<file path="config.mk">
export PLATFORM = sky130hd
export DESIGN_NAME = quantoniumos_job_dispatcher
export DESIGN_NICKNAME = d
export VERILOG_FILES = /design/src/rtl/quantoniumos_job_dispatcher.sv
export SDC_FILE = /design/constraint.sdc
export NUM_CORES = 1
export LEC_CHECK = 0
export ABC_AREA = 1
export CORE_AREA = 2 2 531 533
export CTS_CLUSTER_DIAMETER = 30
export CTS_CLUSTER_SIZE = 28
export DETAILED_ROUTE_END_ITERATION = 8
export DIE_AREA = 0 0 533 535
export PLACE_DENSITY_LB_ADDON = 0.2
export SYNTH_ARGS = -nofsm -noshare
export SYNTH_HDL_FRONTEND = slang
export SYNTH_SLANG_ARGS = --single-unit
</file>
<file path="constraint.sdc">
create_clock -name clk -period 5.2 [get_ports clk]
set_clock_uncertainty 0.1 [all_clocks]
set_input_delay 1.04 -clock clk [delete_from_list [all_inputs] [get_ports clk]]
set_output_delay 1.04 -clock clk [all_outputs]
set_load 0.02 [all_outputs]
</file>
<file path="src/rtl/quantoniumos_job_dispatcher.sv">
// Single-job dispatcher for the unified crypto core: launches one job at a time,
// supervises it with a watchdog, resets a hung core and hands back a tagged result.
module quantoniumos_job_dispatcher #(
  parameter int TIMEOUT_CYCLES = 200000,
  parameter int RECOVER_CYCLES = 4,
  parameter int TAG_W          = 8
) (
  input  logic             clk,
  input  logic             reset_n,
  input  logic             job_valid,
  output logic             job_ready,
  input  logic [2:0]       job_mode,
  input  logic [255:0]     job_key,
  input  logic [127:0]     job_data,
  input  logic [TAG_W-1:0] job_tag,
  output logic             core_start,
  output logic [2:0]       core_mode,
  output logic [255:0]     core_master_key,
  output logic [127:0]     core_data_in,
  output logic             core_reset,
  input  logic [255:0]     core_data_out,
  input  logic             core_done,
  output logic             res_valid,
  input  logic             res_ready,
  output logic [255:0]     res_data,
  output logic [TAG_W-1:0] res_tag,
  output logic [1:0]       res_status,
  output logic [15:0]      jobs_ok,
  output logic [15:0]      jobs_timeout
);

  localparam int MAX_COUNT = (TIMEOUT_CYCLES > RECOVER_CYCLES) ? TIMEOUT_CYCLES : RECOVER_CYCLES;
  localparam int CNT_W     = (MAX_COUNT > 1) ? $clog2(MAX_COUNT) : 1;
  localparam logic [CNT_W-1:0] WAIT_LAST    = CNT_W'(TIMEOUT_CYCLES - 1);
  localparam logic [CNT_W-1:0] RECOVER_LAST = CNT_W'(RECOVER_CYCLES - 1);

  localparam logic [1:0] STATUS_OK      = 2'd0;
  localparam logic [1:0] STATUS_TIMEOUT = 2'd1;
  localparam logic [1:0] STATUS_BADMODE = 2'd2;

  typedef enum logic [2:0] {
    ST_IDLE,
    ST_LAUNCH,
    ST_WAIT,
    ST_RECOVER,
    ST_RESULT
  } state_t;

  state_t           state, state_next;
  logic [CNT_W-1:0] cnt, cnt_next;
  logic             accept, bad_mode, done_hit, timeout_hit, release_res;
  logic             core_rst_hold;

  always_ff @(posedge clk or negedge reset_n) begin
    if (!reset_n) begin
      state <= ST_IDLE;
      cnt   <= '0;
    end else begin
      state <= state_next;
      cnt   <= cnt_next;
    end
  end

  // One counter serves both the WAIT watchdog and the RECOVER hold time.
  always_comb begin
    state_next  = state;
    cnt_next    = cnt;
    accept      = 1'b0;
    bad_mode    = 1'b0;
    done_hit    = 1'b0;
    timeout_hit = 1'b0;
    release_res = 1'b0;
    case (state)
      ST_IDLE: begin
        if (job_valid) begin
          accept = 1'b1;
          if (job_mode[2]) begin
            bad_mode   = 1'b1;
            state_next = ST_RESULT;
          end else begin
            state_next = ST_LAUNCH;
          end
        end
      end
      ST_LAUNCH: begin
        state_next = ST_WAIT;
        cnt_next   = '0;
      end
      ST_WAIT: begin
        if (core_done) begin
          done_hit   = 1'b1;
          state_next = ST_RESULT;
        end else if (cnt == WAIT_LAST) begin
          state_next = ST_RECOVER;
          cnt_next   = '0;
        end else begin
          cnt_next = cnt + CNT_W'(1);
        end
      end
      ST_RECOVER: begin
        if (cnt == RECOVER_LAST) begin
          timeout_hit = 1'b1;
          state_next  = ST_RESULT;
          cnt_next    = '0;
        end else begin
          cnt_next = cnt + CNT_W'(1);
        end
      end
      ST_RESULT: begin
        if (res_ready) begin
          release_res = 1'b1;
          state_next  = ST_IDLE;
        end
      end
      default: state_next = ST_IDLE;
    endcase
  end

  assign job_ready  = (state == ST_IDLE);
  assign core_start = (state == ST_LAUNCH);
  assign res_valid  = (state == ST_RESULT);
  // The core stays in reset through our own reset and one edge beyond it.
  assign core_reset = core_rst_hold | (state == ST_RECOVER);

  always_ff @(posedge clk or negedge reset_n) begin
    if (!reset_n) core_rst_hold <= 1'b1;
    else          core_rst_hold <= 1'b0;
  end

  always_ff @(posedge clk or negedge reset_n) begin
    if (!reset_n) begin
      core_mode       <= '0;
      core_master_key <= '0;
      core_data_in    <= '0;
      res_tag         <= '0;
      res_data        <= '0;
      res_status      <= STATUS_OK;
      jobs_ok         <= '0;
      jobs_timeout    <= '0;
    end else begin
      if (accept) begin
        core_mode       <= job_mode;
        core_master_key <= job_key;
        core_data_in    <= job_data;
        res_tag         <= job_tag;
      end
      if (bad_mode) begin
        res_data   <= '0;
        res_status <= STATUS_BADMODE;
      end else if (done_hit) begin
        res_data   <= core_data_out;
        res_status <= STATUS_OK;
      end else if (timeout_hit) begin
        res_data   <= '0;
        res_status <= STATUS_TIMEOUT;
      end
      if (release_res && res_status == STATUS_OK && jobs_ok != 16'hFFFF)
        jobs_ok <= jobs_ok + 16'd1;
      if (release_res && res_status == STATUS_TIMEOUT && jobs_timeout != 16'hFFFF)
        jobs_timeout <= jobs_timeout + 16'd1;
    end
  end

endmodule

</file>
==> results.md <==
Timing:
- The headroom to the max-slew limit is 18.2%.
- The count of pins over their slew limit was 0.
- The final hold violation count is 0.
- After layout, the worst path uses 73.3% of the clock period.
- For the pin with the worst max-slew slack, the measured transition is ~1200 ps.
- Setup repair after global routing left no endpoint under its margin.
- The highest clock frequency the design can meet is between 200 and 300 MHz.
- The final sum of negative setup slack is 0 ps.
- The final-report setup violation count is 0.
- The worst path needs 3810 ps of the cycle, external delays included.

GRT:
- The layer flagged by global routing as most heavily used is met2.
- For met2 alone, demand over resource in global routing was a little over a fifth.
- The total global routing overflow is 0.
- The largest net degree at the start of global routing is ~190.
- The overall routing resource usage is 12.2%.
- The via count of the first global-routing pass is between 20,000 and 30,000.
- The first global-routing pass estimated approximately 240 mm of wire.
- The met3 routing resource usage after global routing is 6.84%.
- The initial antenna violation count is ~120.
- The met1 track utilization from global routing is between 10% and 20%.

Floorplan:
- The number of ports placed on the die boundary is 1,345.
- The die covers 285,000 um^2.
- The placeable core area is between 200,000 and 300,000 um^2.
- The floorplan step set the die height to about 540 um.
- The die extent in x is between 500 and 600 um.
- For this configuration, the core starts out at a cell density of about 10%.
- The number of rows created at floorplan is ~190.

Power:
- The switching component of the power is between 10 and 15 mW.
- The relative contribution of combinational cells to total power is 37.2%.
- The design draws around 40 mW.
- The power per cell area is 744 nW/um^2.
- Sequential cells burn 23.9% of the power.
- The highest ir drop seen on vdd is 323 uV.
- The share of total power dissipated in the clock network is between 30% and 40%.
- Of the total power, the share spent switching nets is between 30% and 40%.
- The internal portion of total power is roughly 26 mW.
- In this run the static leakage power is roughly 23 nW.

Routing:
- The pre-antenna-repair detailed-routing pass consisted of 7 iterations.
- The routed length per instance is between 20 and 25 um.
- After detailed routing, the total wire length is between 150 and 200 mm.
- Dividing the detail-routed via count by the number of cells gives 3.21.
- The number of nets with antenna violations after routing is 0.
- The initial detailed-routing violation count is 884.
- The total via count after detailed routing is 25,400.
- The DRC violation count after routing is 0.

Yosys:
- For this run, the number of Yosys warnings is 0.
- After synthesis the netlist holds a flip-flop and latch count of 707.
- The synthesized instance count is 2,444.
- Sequential elements use a little over three fifths of the synthesized area.
- The count of distinct cell types in the synthesized netlist is 30.
- In this run the mean area of a mapped cell was 11.5 um^2.
- The number of nets handed over by synthesis was between 3,000 and 4,000.
- The total standard cell area after synthesis is about 28,000 um^2.

Clock tree:
- Clock-pin slew was measured on the worst setup and hold paths at 40 ps.
- Once the clock tree was built, the resizer swapped 0 gates to a different size.
- The number of sinks driven by the clock tree is around 710.
- In this run the clock root is driven by a clkbuf_16.
- The clock passes through at most 4 buffers.
- The clock reaches the later pin of the worst-skew pair after ~850 ps.
- The level count of the clock H-tree is 5.
- After clock tree synthesis, the setup repair step added 0 buffers.
- Counting the buffers created by CTS gives 274.
- For this design, the CTS-stage hold fixing added 0 buffers.
- The clock tree from TritonCTS is done.

Cells and area:
- The fraction of layout cells with a size suffix above 1 is between 20% and 30%.
- The net total in the final layout is ~4,600.
- The final design instance area without fill is 55,100 um^2.
- The area added between synthesis and finish is 96.1%.

Worst setup path:
- The endpoint required time on the critical path is approximately 4100 ps.
- The kind of critical path is reg -> out.
- The launching element type of the critical path is a register.
- Data on the critical path arrives at its endpoint at between 2000 and 3000 ps.
- The type of destination of the critical path is a primary output.
- The flop-to-flop setup slack is around 2100 ps.
- The largest driver fanout on the critical path is 5.

Hold path:
- The path category of the worst min-delay check is in -> async.

Placed design:
- At the end of routability-driven placement, the weighted congestion stood at approximately 0.79.
- Summing all placed instances gives a cell area of approximately 46,000 um^2.
- Once detailed placement completed, the half-perimeter wirelength came to ~140 mm.
- During placement, the flow inserted port buffers numbering around 1,300.

Run:
- The max-cap violation count is 0.

Run status:
- The flow ran to the end, and the final reports show no timing, DRC or antenna violations.
-- routing by layer --
layer | wire length [um] | up-vias
met5 | 88 | -
met4 | 6700 | 14
met3 | 22200 | 460
met2 | 89300 | 1445
met1 | 61400 | 12200
li1 | - | 11300
-- cells in the final DEF (no fill, tap or decap), drive strengths merged --
master         instances
bufinv                10
ha                     3
conb                   1
o2111ai                1
clkdlybuf4s50       1343
o21ai                 32
or2                    1
clkinv                53
inv                   87
dfstp                  1
a21oi                  2
o21bai                 1
nor2                  59
mux2                 394
nand2                670
clkbuf               421
buf                   38
nor3                  18
nand3                308
xor2                  16
dfrtp                706
nand4                 10
diode                 18
xnor2                  7
-- through the flow --
step,hold slack (ps),setup WS (ps),utilization [%],cells
6_report,129,1390,19.8,7924
3_5_place_dp,386,1370,16.5,7416
5_1_grt,127,1210,19.8,7916
4_1_cts,115,1230,19.7,7906
2_1_floorplan,375,3020,-,2444
3_3_place_gp,382,1370,16.5,7416
-- worst max-delay path, cell delays in order, from the launching register on --
cell,delay (ps)
dfrtp_1,380
inv_2,100
nand2_1,120
nor2_1,400
or2_2,190
clkdlybuf4s50_1,650
-- kinds of logic after synthesis --
family                     count (synthesis)  synth area share (%)
and+or+nand+nor                         1066                  15.9
DFF                                      707                  62.9
muxes                                    394                  15.8
buffers and inverters                    214                  3.85
AOI/OAI and AO/OA                         36                 0.663
xor gates and xnor gates                  23                 0.717
adders and majority gates                  3                 0.134
other                                      1                0.0133
-- synth_stat cells --
cell type / n / area share (%)
dfrtp_1: 706 / 63
nand2_1: 667 / 8.9
mux2_2: 394 / 16
nand3_1: 307 / 5.5
buf_2: 75 / 1.3
inv_1: 74 / 0.99
nor2_1: 56 / 0.75
buf_4: 49 / 1.3
o21ai_0: 30 / 0.53
nor3_1: 17 / 0.30
xor2_1: 16 / 0.50
nand4_1: 10 / 0.22
clkbuf_1: 8 / 0.11
xnor2_1: 7 / 0.22
inv_2: 6 / 0.080
ha_1: 3 / 0.13
nand2_2: 3 / 0.067
a21oi_1: 2 / 0.036
nor2_2: 2 / 0.045
o21ai_1: 2 / 0.036
buf_1: 1 / 0.013
clkinv_1: 1 / 0.013
conb_1: 1 / 0.013
dfstp_2: 1 / 0.093
nand3_2: 1 / 0.036
nor2_4: 1 / 0.040
nor3_2: 1 / 0.036
o2111ai_1: 1 / 0.031
o21bai_1: 1 / 0.027
or2_2: 1 / 0.022
-- area by class of cell --
cell class / instances / area, um^2
inverter: 81 / 319
multi-input combinational: 1523 / 9350
timing repair buffer: 1381 / 13900
clock inverter: 69 / 966
antenna: 18 / 45.0
sequential: 707 / 17700
tap: 3724 / 4660
clock buffer: 421 / 8210
fill: 30300 / 224000
-- power groups by stage --
stage	sequential (mW)	clock, mW	combinational [mW]
2_1_floorplan	12.7	0	3.78
3_3_place_gp	9.81	0	15.6
3_5_place_dp	9.88	0	15.6
4_1_cts	9.87	16.4	15.6
5_1_grt	10.2	16.7	16.2
6_report	9.78	16.0	15.2
-- state kept, by name, summed over array words and instances, names as in the netlist --
| register | flops |
|---|---|
| res_status | 2 |
| core_mode | 3 |
| core_rst_hold | 1 |
| jobs_ok | 16 |
| cnt | 18 |
| core_data_in | 128 |
| res_tag | 8 |
| core_master_key | 256 |
| res_data | 256 |
| jobs_timeout | 16 |
| state | 3 |
-- final timing paths --
| check | start | to | cells after the start |
|---|---|---|---|
| worst max-delay path | state[2]$_DFFE_PN0P_ | core_reset | 5 |
| min in group clk | res_data[69]$_DFFE_PN0P_ | res_data[69]$_DFFE_PN0P_ | 2 |
| worst min-delay path | reset_n | core_master_key[245]$_DFFE_PN0P_ | 1 |
| worst min register to register | res_data[69]$_DFFE_PN0P_ | res_data[69]$_DFFE_PN0P_ | 2 |
| worst max register to register | cnt[12]$_DFFE_PN0P_ | res_data[0]$_DFFE_PN0P_ | 7 |
| max in group asynchronous | reset_n | core_data_in[74]$_DFFE_PN0P_ | 2 |
Power figures use the tool's default switching activity.
